$ cat config.mk
export PLATFORM = sky130hd
export DESIGN_NAME = mem_arbiter
export DESIGN_NICKNAME = d
export VERILOG_FILES = /design/src/rtl/mem_arb_pkg.sv /design/src/rtl/mem_arb_perf.sv /design/src/rtl/mem_arbiter.sv
export SDC_FILE = /design/constraint.sdc
export NUM_CORES = 1
export LEC_CHECK = 0
export BUFFER_PORTS_ARGS = -buffer_cell sky130_fd_sc_hd__buf_2
export CAP_MARGIN = 10
export CORE_AREA = 2 2 143 145
export DETAILED_ROUTE_END_ITERATION = 7
export DIE_AREA = 0 0 145 147
export GPL_TIMING_DRIVEN = 0
export PLACE_DENSITY_LB_ADDON = 0.15
export SLEW_MARGIN = 20
export SYNTH_ARGS = -nofsm -noshare
export SYNTH_HDL_FRONTEND = slang
export SYNTH_SLANG_ARGS = --single-unit
$ cat constraint.sdc
create_clock -name CLK -period 1.7 [get_ports CLK]
set_input_delay 0.17 -clock CLK [delete_from_list [all_inputs] [get_ports CLK]]
set_output_delay 0.17 -clock CLK [all_outputs]
set_load 0.01 [all_outputs]
$ cat src/rtl/mem_arb_pkg.sv
// Shared types and default sizing for the single-port memory arbiter.
package mem_arb_pkg;

  localparam int unsigned ARB_ADDR_W  = 32;
  localparam int unsigned ARB_DATA_W  = 32;
  localparam int unsigned ARB_TIMEOUT = 255;
  localparam int unsigned ARB_PERF_W  = 32;

  localparam logic [1:0] ST_IDLE   = 2'd0;
  localparam logic [1:0] ST_BUSY_D = 2'd1;
  localparam logic [1:0] ST_BUSY_I = 2'd2;
  localparam logic [1:0] ST_RESP   = 2'd3;

  typedef enum logic [1:0] {
    IDLE   = ST_IDLE,
    BUSY_D = ST_BUSY_D,
    BUSY_I = ST_BUSY_I,
    RESP   = ST_RESP
  } arb_state_t;

  typedef enum logic {
    OWN_D = 1'b0,
    OWN_I = 1'b1
  } arb_owner_t;

  // Wait counter only needs to reach TIMEOUT-1; keep at least one bit when disabled.
  function automatic int unsigned wait_cnt_w(input int unsigned timeout);
    return (timeout < 2) ? 1 : $clog2(timeout + 1);
  endfunction

endpackage

$ cat src/rtl/mem_arb_perf.sv
// Saturating event counters for the arbiter: data completions, fetch completions, stall cycles.
module mem_arb_perf
  import mem_arb_pkg::*;
#(
  parameter int unsigned CNT_W = ARB_PERF_W
) (
  input  logic             clk_i,
  input  logic             rst_i,
  input  logic             d_inc_i,
  input  logic             i_inc_i,
  input  logic             stall_inc_i,
  output logic [CNT_W-1:0] perf_d_cnt_o,
  output logic [CNT_W-1:0] perf_i_cnt_o,
  output logic [CNT_W-1:0] perf_stall_cnt_o
);

  logic [2:0]       inc;
  logic [CNT_W-1:0] cnt_all [3];

  assign inc = {stall_inc_i, i_inc_i, d_inc_i};

  for (genvar gi = 0; gi < 3; gi++) begin : g_cnt
    logic [CNT_W-1:0] cnt_q;
    logic [CNT_W-1:0] cnt_d;

    // Counters stick at all-ones rather than wrapping.
    always_comb begin
      cnt_d = cnt_q;
      if (inc[gi] && (cnt_q != '1)) begin
        cnt_d = cnt_q + 1'b1;
      end
    end

    always_ff @(posedge clk_i) begin
      if (rst_i) begin
        cnt_q <= '0;
      end else begin
        cnt_q <= cnt_d;
      end
    end

    assign cnt_all[gi] = cnt_q;
  end

  assign perf_d_cnt_o     = cnt_all[0];
  assign perf_i_cnt_o     = cnt_all[1];
  assign perf_stall_cnt_o = cnt_all[2];

endmodule

$ cat src/rtl/mem_arbiter.sv
// Fixed-priority arbiter sharing one memory port between fetch and data streams, with ack timeout.
// Performance counters are compiled in only when MEM_ARB_PERF_EN is defined; otherwise they read 0.
module mem_arbiter
  import mem_arb_pkg::*;
#(
  parameter int unsigned ADDR_W  = ARB_ADDR_W,
  parameter int unsigned DATA_W  = ARB_DATA_W,
  parameter int unsigned TIMEOUT = ARB_TIMEOUT
) (
  input  logic              CLK,
  input  logic              RESET,
  input  logic              i_req,
  input  logic [ADDR_W-1:0] i_addr,
  output logic [DATA_W-1:0] i_rdata,
  output logic              i_ack,
  input  logic              d_req,
  input  logic              d_we,
  input  logic [ADDR_W-1:0] d_addr,
  input  logic [DATA_W-1:0] d_wdata,
  output logic [DATA_W-1:0] d_rdata,
  output logic              d_ack,
  output logic              err,
  output logic              stall,
  output logic              mem_req,
  output logic              mem_we,
  output logic [ADDR_W-1:0] mem_addr,
  output logic [DATA_W-1:0] mem_wdata,
  input  logic [DATA_W-1:0] mem_rdata,
  input  logic              mem_ack,
  output logic [31:0]       perf_d_cnt,
  output logic [31:0]       perf_i_cnt,
  output logic [31:0]       perf_stall_cnt
);

  localparam int unsigned      CNT_W      = wait_cnt_w(TIMEOUT);
  localparam bit               TIMEOUT_EN = (TIMEOUT != 0);
  localparam logic [CNT_W-1:0] WAIT_LAST  = TIMEOUT_EN ? CNT_W'(TIMEOUT - 1) : '0;

  arb_state_t        state_q, state_d;
  logic              mem_req_q, mem_req_d;
  logic              mem_we_q, mem_we_d;
  logic [ADDR_W-1:0] mem_addr_q, mem_addr_d;
  logic [DATA_W-1:0] mem_wdata_q, mem_wdata_d;
  logic [DATA_W-1:0] i_rdata_q, i_rdata_d;
  logic [DATA_W-1:0] d_rdata_q, d_rdata_d;
  logic              i_ack_q, i_ack_d;
  logic              d_ack_q, d_ack_d;
  logic              err_q, err_d;
  logic [CNT_W-1:0]  wait_q, wait_d;

  arb_owner_t        owner;
  logic              timed_out;
  logic [DATA_W-1:0] resp_data;

  assign owner     = (state_q == BUSY_I) ? OWN_I : OWN_D;
  assign timed_out = TIMEOUT_EN && (wait_q == WAIT_LAST);
  // A real ack beats a timeout landing on the same edge.
  assign resp_data = mem_ack ? mem_rdata : '0;

  always_comb begin
    state_d     = state_q;
    mem_req_d   = mem_req_q;
    mem_we_d    = mem_we_q;
    mem_addr_d  = mem_addr_q;
    mem_wdata_d = mem_wdata_q;
    i_rdata_d   = i_rdata_q;
    d_rdata_d   = d_rdata_q;
    i_ack_d     = 1'b0;
    d_ack_d     = 1'b0;
    err_d       = 1'b0;
    wait_d      = wait_q;

    unique case (state_q)
      IDLE: begin
        if (d_req) begin
          state_d     = BUSY_D;
          mem_req_d   = 1'b1;
          mem_we_d    = d_we;
          mem_addr_d  = d_addr;
          mem_wdata_d = d_wdata;
          wait_d      = '0;
        end else if (i_req) begin
          state_d    = BUSY_I;
          mem_req_d  = 1'b1;
          mem_we_d   = 1'b0;
          mem_addr_d = i_addr;
          wait_d     = '0;
        end
      end

      BUSY_D, BUSY_I: begin
        if (mem_ack || timed_out) begin
          state_d   = RESP;
          mem_req_d = 1'b0;
          mem_we_d  = 1'b0;
          err_d     = ~mem_ack;
          if (owner == OWN_I) begin
            i_ack_d   = 1'b1;
            i_rdata_d = resp_data;
          end else begin
            d_ack_d = 1'b1;
            if (!mem_we_q) begin
              d_rdata_d = resp_data;
            end
          end
        end else begin
          wait_d = wait_q + 1'b1;
        end
      end

      RESP: begin
        state_d = IDLE;
      end

      default: begin
        state_d = IDLE;
      end
    endcase
  end

  always_ff @(posedge CLK) begin
    if (RESET) begin
      state_q     <= IDLE;
      mem_req_q   <= 1'b0;
      mem_we_q    <= 1'b0;
      mem_addr_q  <= '0;
      mem_wdata_q <= '0;
      i_rdata_q   <= '0;
      d_rdata_q   <= '0;
      i_ack_q     <= 1'b0;
      d_ack_q     <= 1'b0;
      err_q       <= 1'b0;
      wait_q      <= '0;
    end else begin
      state_q     <= state_d;
      mem_req_q   <= mem_req_d;
      mem_we_q    <= mem_we_d;
      mem_addr_q  <= mem_addr_d;
      mem_wdata_q <= mem_wdata_d;
      i_rdata_q   <= i_rdata_d;
      d_rdata_q   <= d_rdata_d;
      i_ack_q     <= i_ack_d;
      d_ack_q     <= d_ack_d;
      err_q       <= err_d;
      wait_q      <= wait_d;
    end
  end

  assign mem_req   = mem_req_q;
  assign mem_we    = mem_we_q;
  assign mem_addr  = mem_addr_q;
  assign mem_wdata = mem_wdata_q;
  assign i_rdata   = i_rdata_q;
  assign d_rdata   = d_rdata_q;
  assign i_ack     = i_ack_q;
  assign d_ack     = d_ack_q;
  assign err       = err_q;
  assign stall     = (i_req & ~i_ack_q) | (d_req & ~d_ack_q);

`ifdef MEM_ARB_PERF_EN
  mem_arb_perf #(
    .CNT_W(32)
  ) u_perf (
    .clk_i           (CLK),
    .rst_i           (RESET),
    .d_inc_i         (d_ack_q),
    .i_inc_i         (i_ack_q),
    .stall_inc_i     (stall),
    .perf_d_cnt_o    (perf_d_cnt),
    .perf_i_cnt_o    (perf_i_cnt),
    .perf_stall_cnt_o(perf_stall_cnt)
  );
`else
  assign perf_d_cnt     = '0;
  assign perf_i_cnt     = '0;
  assign perf_stall_cnt = '0;
`endif

endmodule

# Word level (Yosys, flattened, before mapping)
# Cells that the tools add are included.
# W data, S select, Z words.
dict set report classes {
  reduce_logical 13
  mux 21
  addsub 1
  bitwise 10
  n_eq_ne 7
}
# cell n
set op_table {}
lappend op_table {{$mux W32} 3}
lappend op_table {{$mux W8} 3}
lappend op_table {{$pmux W8 S2} 1}
lappend op_table {{$reduce_and A3 Y1} 3}
lappend op_table {{$add A8 B1 Y8 const B} 1}
lappend op_table {{$eq A8 B8 Y1 const B} 1}
lappend op_table {{$mux W1} 8}
lappend op_table {{$not A1 Y1} 7}
lappend op_table {{$mux W2} 3}
lappend op_table {{$pmux W2 S3} 1}
lappend op_table {{$reduce_and A2 Y1} 3}
lappend op_table {{$eq A2 B2 Y1 const B} 2}
lappend op_table {{$ne A2 B2 Y1 const B} 2}
lappend op_table {{$pmux W1 S2} 2}
lappend op_table {{$reduce_and A4 Y1} 1}
lappend op_table {{$reduce_bool A2 Y1} 2}
lappend op_table {{$ne A3 B3 Y1 const B} 1}
lappend op_table {{$reduce_or A3 Y1} 1}
lappend op_table {{$and A1 B1 Y1} 2}
lappend op_table {{$eq A2 B1 Y1 const B} 1}
lappend op_table {{$logic_not A2 Y1} 1}
lappend op_table {{$reduce_or A2 Y1} 1}
lappend op_table {{$logic_or A1 B1 Y1} 1}
lappend op_table {{$or A1 B1 Y1} 1}
dict set report totals {
  register_bits 143
  elab_cells 63
}

# Logic depth before layout (Yosys ltp)
# Gate-level depths: netlist of the first run.
dict set report logic_depth {
  word_depth 4
  ltp_mapped 7
  depth_no_buf 6
}

# Worst setup path after synthesis of the first run
# OpenSTA, ideal clock, no wires.
dict set report synth_timing {
  kind {reg-to-reg}
  startpoint {register state_q[1]}
  endpoint {register wait_q[6]}
  arrival_ns 1.697
  stages_incl_launch_ff 7
  required_ns 1.626
  slack_ns -0.071
  cell_sequence {dfxtp_1 > inv_1 > ha_1 > or3b_4 > a211oi_4 > a41oi_1 > a31oi_1}
}
dict set report synth_via {
  elab_chain_cells 4
}
# element line
set synth_lines {}
lappend synth_lines {{start: declaration} mem_arbiter.sv:39} ;# arb_state_t state_q, state_d;
lappend synth_lines {{start signal: assignment} mem_arbiter.sv:135} ;# state_q <= state_d;
lappend synth_lines {{$eq A2 B2 Y1 / $eq A2 B1 Y1 (equally long branches)} mem_arbiter.sv:73} ;# unique case (state_q)
lappend synth_lines {{$reduce_or A2 Y1} mem_arbiter.sv:73}
lappend synth_lines {{$ne A2 B2 Y1 (no line) / $reduce_bool A2 Y1 (equally long branches)} n/a}
lappend synth_lines {{$reduce_and A3 Y1 (no line)} n/a}
lappend synth_lines {{end signal: assignment} mem_arbiter.sv:145} ;# wait_q <= wait_d;
lappend synth_lines {{end: declaration} mem_arbiter.sv:49} ;# logic [CNT_W-1:0] wait_q, wait_d;
# Several ways; a longest one is shown, not always the timed one.
# A chain may end at the register's enable or synchronous reset.

# Final worst setup path of the first run
dict set report layout_timing {
  startpoint {register state_q[1]}
  endpoint {register d_rdata_q[23], in the netlist d_rdata[23]}
}
dict set report layout_via {
  elab_chain_cells 4
}
# element line
set layout_lines {}
lappend layout_lines {{$eq A2 B2 Y1} {mem_arbiter.sv:55, mem_arbiter.sv:73}}
lappend layout_lines {{$mux W1} mem_arbiter.sv:55} ;# assign owner = (state_q == BUSY_I) ? OWN_I : OWN_D;
lappend layout_lines {{$not A1 Y1 (no line)} n/a}
lappend layout_lines {{$reduce_and A4 Y1 (no line) (*)} n/a}
lappend layout_lines {{end signal: assignment} mem_arbiter.sv:141} ;# d_rdata_q <= d_rdata_d;
lappend layout_lines {{end: declaration} mem_arbiter.sv:45} ;# logic [DATA_W-1:0] d_rdata_q, d_rdata_d;
# Mark *: on every way between the ends. The rest lies on a longest branch, timed or not.

==> results.yml, run 1 <==
floorplan:
  core-area_um2: 19840
  start_util_pct: 31.00
  die_h_um: 147
  dieArea_um2: 21320
  chipWidth_um: 145
  core.rowCount: 52
  num_io_pins: 364
place:
  place_hpwl_mm: 14.51
  post-place-ws_ns: -0.3788
  portBuffers: 267
  dp_cells: 1319
  place_congestion: 0.7417
  dpl_cell_area_um2: 8198
power:
  seq_power_share_pct: 32.6
  power_leakage_nw: 4.907
  p_comb_share_pct: 38.8
  net-switching-power_mw: 4.865
  swShare_pct: 35.84
  p_int_mw: 8.711
  vdd_drop_max_mv: 0.8033
  total_power_mw: 13.58
  powerDensity_nw_per_um2: 1365
  power.share.clock_pct: 28.6
global_route:
  grt_usage_pct: 18.09
  first_global_vias: 5850
  grt_start_max_net_pins: 17
  grt_pass1_wl_mm: 30.73
  gr-total-overflow: 0
  antenna_found_initial: 2
clock_network:
  cts_sinks: 143
  htreeDepth: 4
  path_clk_slew_ns: 0.07
  root_buffer: "clkbuf_16"
  clk_path_buf_depth: 2
  cts-buffers-inserted: 17
  cts_tree: "done"
  insertion_delay_ns: 0.42
sta:
  fmax_mhz: 563.8
  whs_ns: 0.04965
  setup-tns-final_ns: -0.8681
  drv_slew: 0
  rsz0062_at_grt: "true"
  worstMarginPinSlew_ns: 0.6710
  skew_ns: 0.01073
  min_period_ns: 1.774
  report.final.hold_viol_count: 0
  setup_viol: 37
  period_share_pct: 104.3
  slew_headroom_pct: 55.27
  fin_ws_ns: -0.07375
worst_setup_path:
  cp.required_ns: 1.99
  path_cells: "inv_2 > ha_4 > or3b_4 > clkbuf_4 > o21ai_0 > a21oi_2"
  critPathSlowestCell: "or3b_4"
  cp_top_family: "simple AND/OR/NAND/NOR gates"
  cp-end-kind: "register"
  worstSetupStartpointType: "register"
  worstPathMaxFanout: 10
  critical_path_class: "register to register"
  cp.arrival_ns: 2.06
  cpPeakStageDelay_ns: 0.43
  path_buf_inv: 2
layout:
  stdcell_count: 1437
  final_common_cell: "buf_2"
  post-route-util_pct: 50.12
  drive_gt1_share_pct: 43.14
  layout_common_cells: "buf_2, dfxtp_1, buf_4"
  num-fill-cells: 1933
  nets: 1292
  fin_area_um2: 9946
  areaGrowthSynthToFinish_pct: 61.66
routing:
  via_per_inst: 4.273
  drt-wirelength-per-cell_um: 14.03
  drc_errors: 0
  drt_first_iter_violations: 200
  vias: 6141
  routed_wl_mm: 20.16
  drt_pre_antenna_iters: 5
  antenna_left: 0
synthesis:
  synth_largest_area_cell: "dfxtp_1"
  synth.distinct_cells: 40
  async_reset_ff_share_pct: 0
  synth-seq-area-share_pct: 46.53
  synth.area.top_cells: "dfxtp_1, buf_4, nand2_1"
  yosysTopAreaCellShare_pct: 46.53
  ys_ff_latch: 143
  synth_warnings: 0
  synth_edf_count: 0
  syn_inst: 687
  synth_area_um2: 6152
  syn_avg_cell_area_um2: 8.955
  synth-main-ff-cell: "dfxtp_1"
run_status:
  status: "complete, but fails checks"
  violations: "negative setup slack"
run:
  drv_cap: 0
worst_hold_path:
  min_path_type: "input pin to register"
tightest hold or removal path, cell delays in order:
cell and delay (ns):
buf_2 0.09, or3b_4 0.13, nor2_1 0.04
Yosys cell counts, types with 2 or more instances:
| cell | count |
|---|---|
| or4_1 | 2 |
| mux2i_1 | 32 |
| buf_2 | 11 |
| nand2_1 | 105 |
| dfxtp_1 | 143 |
| a21oi_1 | 71 |
| o21a_1 | 2 |
| inv_1 | 7 |
| a211oi_1 | 33 |
| clkbuf_1 | 23 |
| or3b_4 | 2 |
| and3_1 | 3 |
| nor2_1 | 36 |
| buf_6 | 3 |
| nand3_1 | 4 |
| o31ai_1 | 2 |
| buf_4 | 97 |
| a22o_1 | 32 |
| buf_1 | 8 |
| a31oi_1 | 7 |
| ha_1 | 5 |
| o22ai_1 | 2 |
| nand2b_1 | 2 |
| o21ai_0 | 38 |
| nor3_1 | 2 |
state kept, by name, indices dropped and copies added, names as in the netlist:
name	cells
wait_q	8
d_rdata	32
mem_we	1
i_rdata	32
mem_wdata	32
mem_req	1
d_ack	1
mem_addr	32
state_q	2
i_ack	1
err	1
kinds of logic (layout without fill, tap and decap cells):
family                     count (synthesis)  in the layout  synth area share (%)
AOI/OAI and AO/OA                        194            194                 20.44
other                                      1             97               0.06095
muxes                                     32             32                 5.206
DFF                                      143            143                 46.53
and+or+nand+nor                          162            162                 11.08
buffers and inverters                    150            534                 15.66
adders and majority gates                  5              5                 1.017
metal layers:
metal	GRT usage [%]	share of wire (%)	up-vias	wire, µm
li1	-	-	3123	-
met1	21.60	42	2748	8567
met2	30.88	49	241	9864
met3	5.497	6.8	27	1380
met4	6.485	1.7	2	335
met5	0	0.064	-	13
area by class of cell:
type,instances,area (µm²),share of cell area [%]
flip-flops and latches,143,2874,28.90
multi-input cells,489,2873,28.88
repair buffers,353,2223,22.35
plain buffers,141,998.5,10.04
clock buffers,20,446.7,4.491
well taps,270,337.8,3.397
clock inverters,12,157.7,1.585
inverters,8,32.53,0.3271
diodes,1,2.502,0.02516
power groups by stage:
stage	registers (mW)	logic, mW	clock network (mW)
global route	4.51	5.82	4.10
CTS	4.41	4.93	3.97
finish	4.42	5.27	3.88
floorplan	4.76	2.49	0
detailed placement	4.47	4.46	0
global placement	4.45	4.46	0
repair_timing:
action                                  CTS  global route
hold endpoints to repair                 95             0
resized for setup                        36            91
cloned                                    4             2
endpoints found under the setup margin  105           127
buffers inserted                          8             8
hold buffers                             65             0
pin swaps                                 7            46
path summary, 6_finish.rpt:
check,from,end,slack [ns],cells past startpoint
worst min register to register,mem_wdata[1]$_SDFFE_PP0P_,mem_wdata[1]$_SDFFE_PP0P_,0.45,2
worst max register to register,state_q[1]$_SDFFE_PP0P_,d_rdata[23]$_SDFFE_PP0P_,-0.07,6
worst max-delay path,state_q[1]$_SDFFE_PP0P_,d_rdata[23]$_SDFFE_PP0P_,-0.07,6
worst min-delay path,RESET,err$_SDFF_PP0_,0.05,3
Power figures use the tool's default switching activity.
==> run 2: changes to the inputs <==
--- a/config.mk
+++ b/config.mk
@@ -5,6 +5,7 @@
 export SDC_FILE = /design/constraint.sdc
 export NUM_CORES = 1
 export LEC_CHECK = 0
+export ABC_AREA = 1
 export BUFFER_PORTS_ARGS = -buffer_cell sky130_fd_sc_hd__buf_2
 export CAP_MARGIN = 10
 export CORE_AREA = 2 2 143 145
==> run 2 against run 1 <==
  * The flow now finishes without violations
  * Clock power grew 3%
  * Total power grew 1.2%
  * Clock-buffer cell count is 3 lower
  * First-iteration DRC count up 60%
  * Area after synthesis grew 8.7%
  * Worst setup slack gained 0.17 ns
  * Routed wire length is 7.2% higher
  * Clock skew down 0.0015 ns
  * Sequential share of layout area shrank 0.91 points
  * Global-route usage up 1.5 points
==> results.yml, run 2 <==
routing:
  via_per_inst: 4.400
  vias: 7242
  routed_wl_mm: 21.61
  drc_errors: 0
  antenna_left: 0
  drt-wirelength-per-cell_um: 13.13
  drt_first_iter_violations: 319
  drt_pre_antenna_iters: 5
run_status:
  status: "completed"
sta:
  fin_ws_ns: 0.09533
  min_period_ns: 1.605
  setup_viol: 0
  rsz0062_at_grt: "true"
  worstMarginPinSlew_ns: 0.7409
  skew_ns: 0.009188
  slew_headroom_pct: 50.61
  period_share_pct: 94.39
  report.final.hold_viol_count: 0
  drv_slew: 0
  fmax_mhz: 623.2
synthesis:
  yosysTopAreaCellShare_pct: 42.82
  ys_ff_latch: 143
  synth_mux_area_share_pct: 0
  synth.top_cells.by_count: "nand2_1, dfxtp_1, buf_4"
  synth-main-ff-cell: "dfxtp_1"
  async_reset_ff_share_pct: 0
  synth_edf_count: 0
  synth_top_family_by_area: "simple AND/OR/NAND/NOR gates"
  synth_compound_area_share_pct: 14.07
  syn_inst: 905
  synth.area.top_cells: "dfxtp_1, buf_4, nand2_1"
  synth-seq-area-share_pct: 42.82
  synth_largest_area_cell: "dfxtp_1"
  synth_warnings: 0
  synth.distinct_cells: 27
  yosys.area_share.simple_pct: 23.58
  yosysMostFrequentCell: "nand2_1"
  synthAdderAreaFrac_pct: 0.9358
  synth_xor_area_share_pct: 0
  syn_avg_cell_area_um2: 7.387
  synth_area_um2: 6685
global_route:
  grt_usage_pct: 19.61
  grt_pass1_wl_mm: 33.62
  use_met2_pct: 32.98
  antenna_found_initial: 0
  gr-total-overflow: 0
  grt_start_max_net_pins: 17
  grt_util_met1_pct: 23.88
  use_met3_pct: 5.466
  first_global_vias: 6669
  busiest_layer: "met2"
place:
  post-place-ws_ns: -0.1944
  dp_cells: 1534
  place_hpwl_mm: 15.88
  portBuffers: 264
  place_congestion: 0.8171
layout:
  final_common_cell: "buf_2"
  areaGrowthSynthToFinish_pct: 53.15
  nets: 1502
  stdcell_count: 1646
  drive_gt1_share_pct: 33.14
  layout_common_cells: "buf_2, nand2_1, dfxtp_1"
  antennaDiodeCount: 0
clock_network:
  cts-buffers-inserted: 17
  htreeDepth: 4
  cts_tree: "done"
  root_buffer: "clkbuf_16"
  clk_path_buf_depth: 2
  path_clk_slew_ns: 0.06
  cts_sinks: 143
  insertion_delay_ns: 0.43
power:
  powerDensity_nw_per_um2: 1342
  net-switching-power_mw: 5.243
  power_leakage_nw: 5.168
  seq_power_share_pct: 32.0
  p_int_mw: 8.493
  swShare_pct: 38.17
  vdd_drop_max_mv: 0.6873
  power.share.clock_pct: 29.0
  p_comb_share_pct: 39.0
worst_hold_path:
  min_path_type: "input pin to register"
  whs_path_depth: 3
worst_setup_path:
  worstPathMaxFanout: 10
  worstSetupStartpointType: "register"
  cp.required_ns: 1.99
  cpPeakStageDelay_ns: 0.30
  cp-end-kind: "register"
  path_buf_inv: 3
  r2r_cells: 8
  critPathSlowestCell: "dfxtp_1"
  cp_top_family: "buffers and inverters"
  cp.arrival_ns: 1.90
  path_cells: "inv_1 > ha_1 > buf_2 > nor2_4 > nand3_2 > buf_4 > nand2_1 > a21oi_1"
  crit_cells: 8
  critical_path_class: "register to register"
floorplan:
  core-area_um2: 19840
  core.rowCount: 52
  chipWidth_um: 145
  dieArea_um2: 21320
  num_io_pins: 364
  die_h_um: 147
  start_util_pct: 33.69
run:
  drv_cap: 0
==> run 2: cell families after synthesis <==
group,after synthesis
buffers and inverters,215
AOI/OAI and AO/OA,179
and+or+nand+nor,362
other,1
adders and majority gates,5
DFF,143
==> run 2: power by group through the flow <==
stage               logic, mW  registers (mW)  clock network, mW
floorplan                2.82            4.75                  0
global placement         4.79            4.44                  0
detailed placement       4.80            4.44                  0
CTS                      5.06            4.38               4.08
global route             5.92            4.46               4.22
finish                   5.36            4.39               3.99
==> run 2: path summary, 6_finish.rpt <==
| kind | to | startpoint | slack [ns] |
|---|---|---|---|
| setup / recovery | d_rdata[16]$_SDFFE_PP0P_ | state_q[0]$_SDFFE_PP0P_ | 0.1 |
| hold / removal | mem_addr[28]$_SDFFE_PP0P_ | i_addr[28] | 0.02 |
| setup reg to reg | d_rdata[16]$_SDFFE_PP0P_ | state_q[0]$_SDFFE_PP0P_ | 0.1 |
| hold reg to reg | d_rdata[6]$_SDFFE_PP0P_ | d_rdata[6]$_SDFFE_PP0P_ | 0.46 |
==> run 2: worst min-delay path: stages <==
cell and delay (ns):
buf_2 0.09, nand2_1 0.06, a31oi_1 0.07
==> run 2: timing repair <==
action | in CTS | in global routing
hold buffers | 76 | 1
endpoints found under the setup margin | 82 | 127
endpoints found under the hold margin | 55 | 1
gates resized for setup | 17 | 61
setup buffers | 0 | 3
pin swaps | 0 | 4
==> run 2: through the flow <==
stage	power [mW]	util (%)	TNS (ns)	hold slack, ns	area, µm²
2_1_floorplan	7.563	-	0	0.3248	7042
3_5_place_dp	9.243	43.85	-9.131	0.4280	8701
5_1_grt	14.60	51.60	-0.1895	0.006602	10240
6_report	13.74	51.60	0	0.01513	10240
4_1_cts	13.53	50.98	-0.01264	0.0004732	10120
3_3_place_gp	9.229	43.85	-9.205	0.4202	8701
==> run 2: area by class of cell <==
class | instances | area (µm²)
fillers | 2002 | 9605
clock inverters | 15 | 195.2
plain buffers | 165 | 1131
multi-input cells | 642 | 2978
inverters | 50 | 191.4
clock buffers | 17 | 425.4
flip-flops and latches | 143 | 2865
well taps | 270 | 337.8
repair buffers | 344 | 2115
==> run 2: per-layer routing <==
| metal | share of wire (%) | up-vias |
|---|---|---|
| met3 | 7.0 | 37 |
| li1 | - | 3722 |
| met5 | 0 | - |
| met4 | 2.6 | 0 |
| met2 | 47 | 263 |
| met1 | 43 | 3220 |
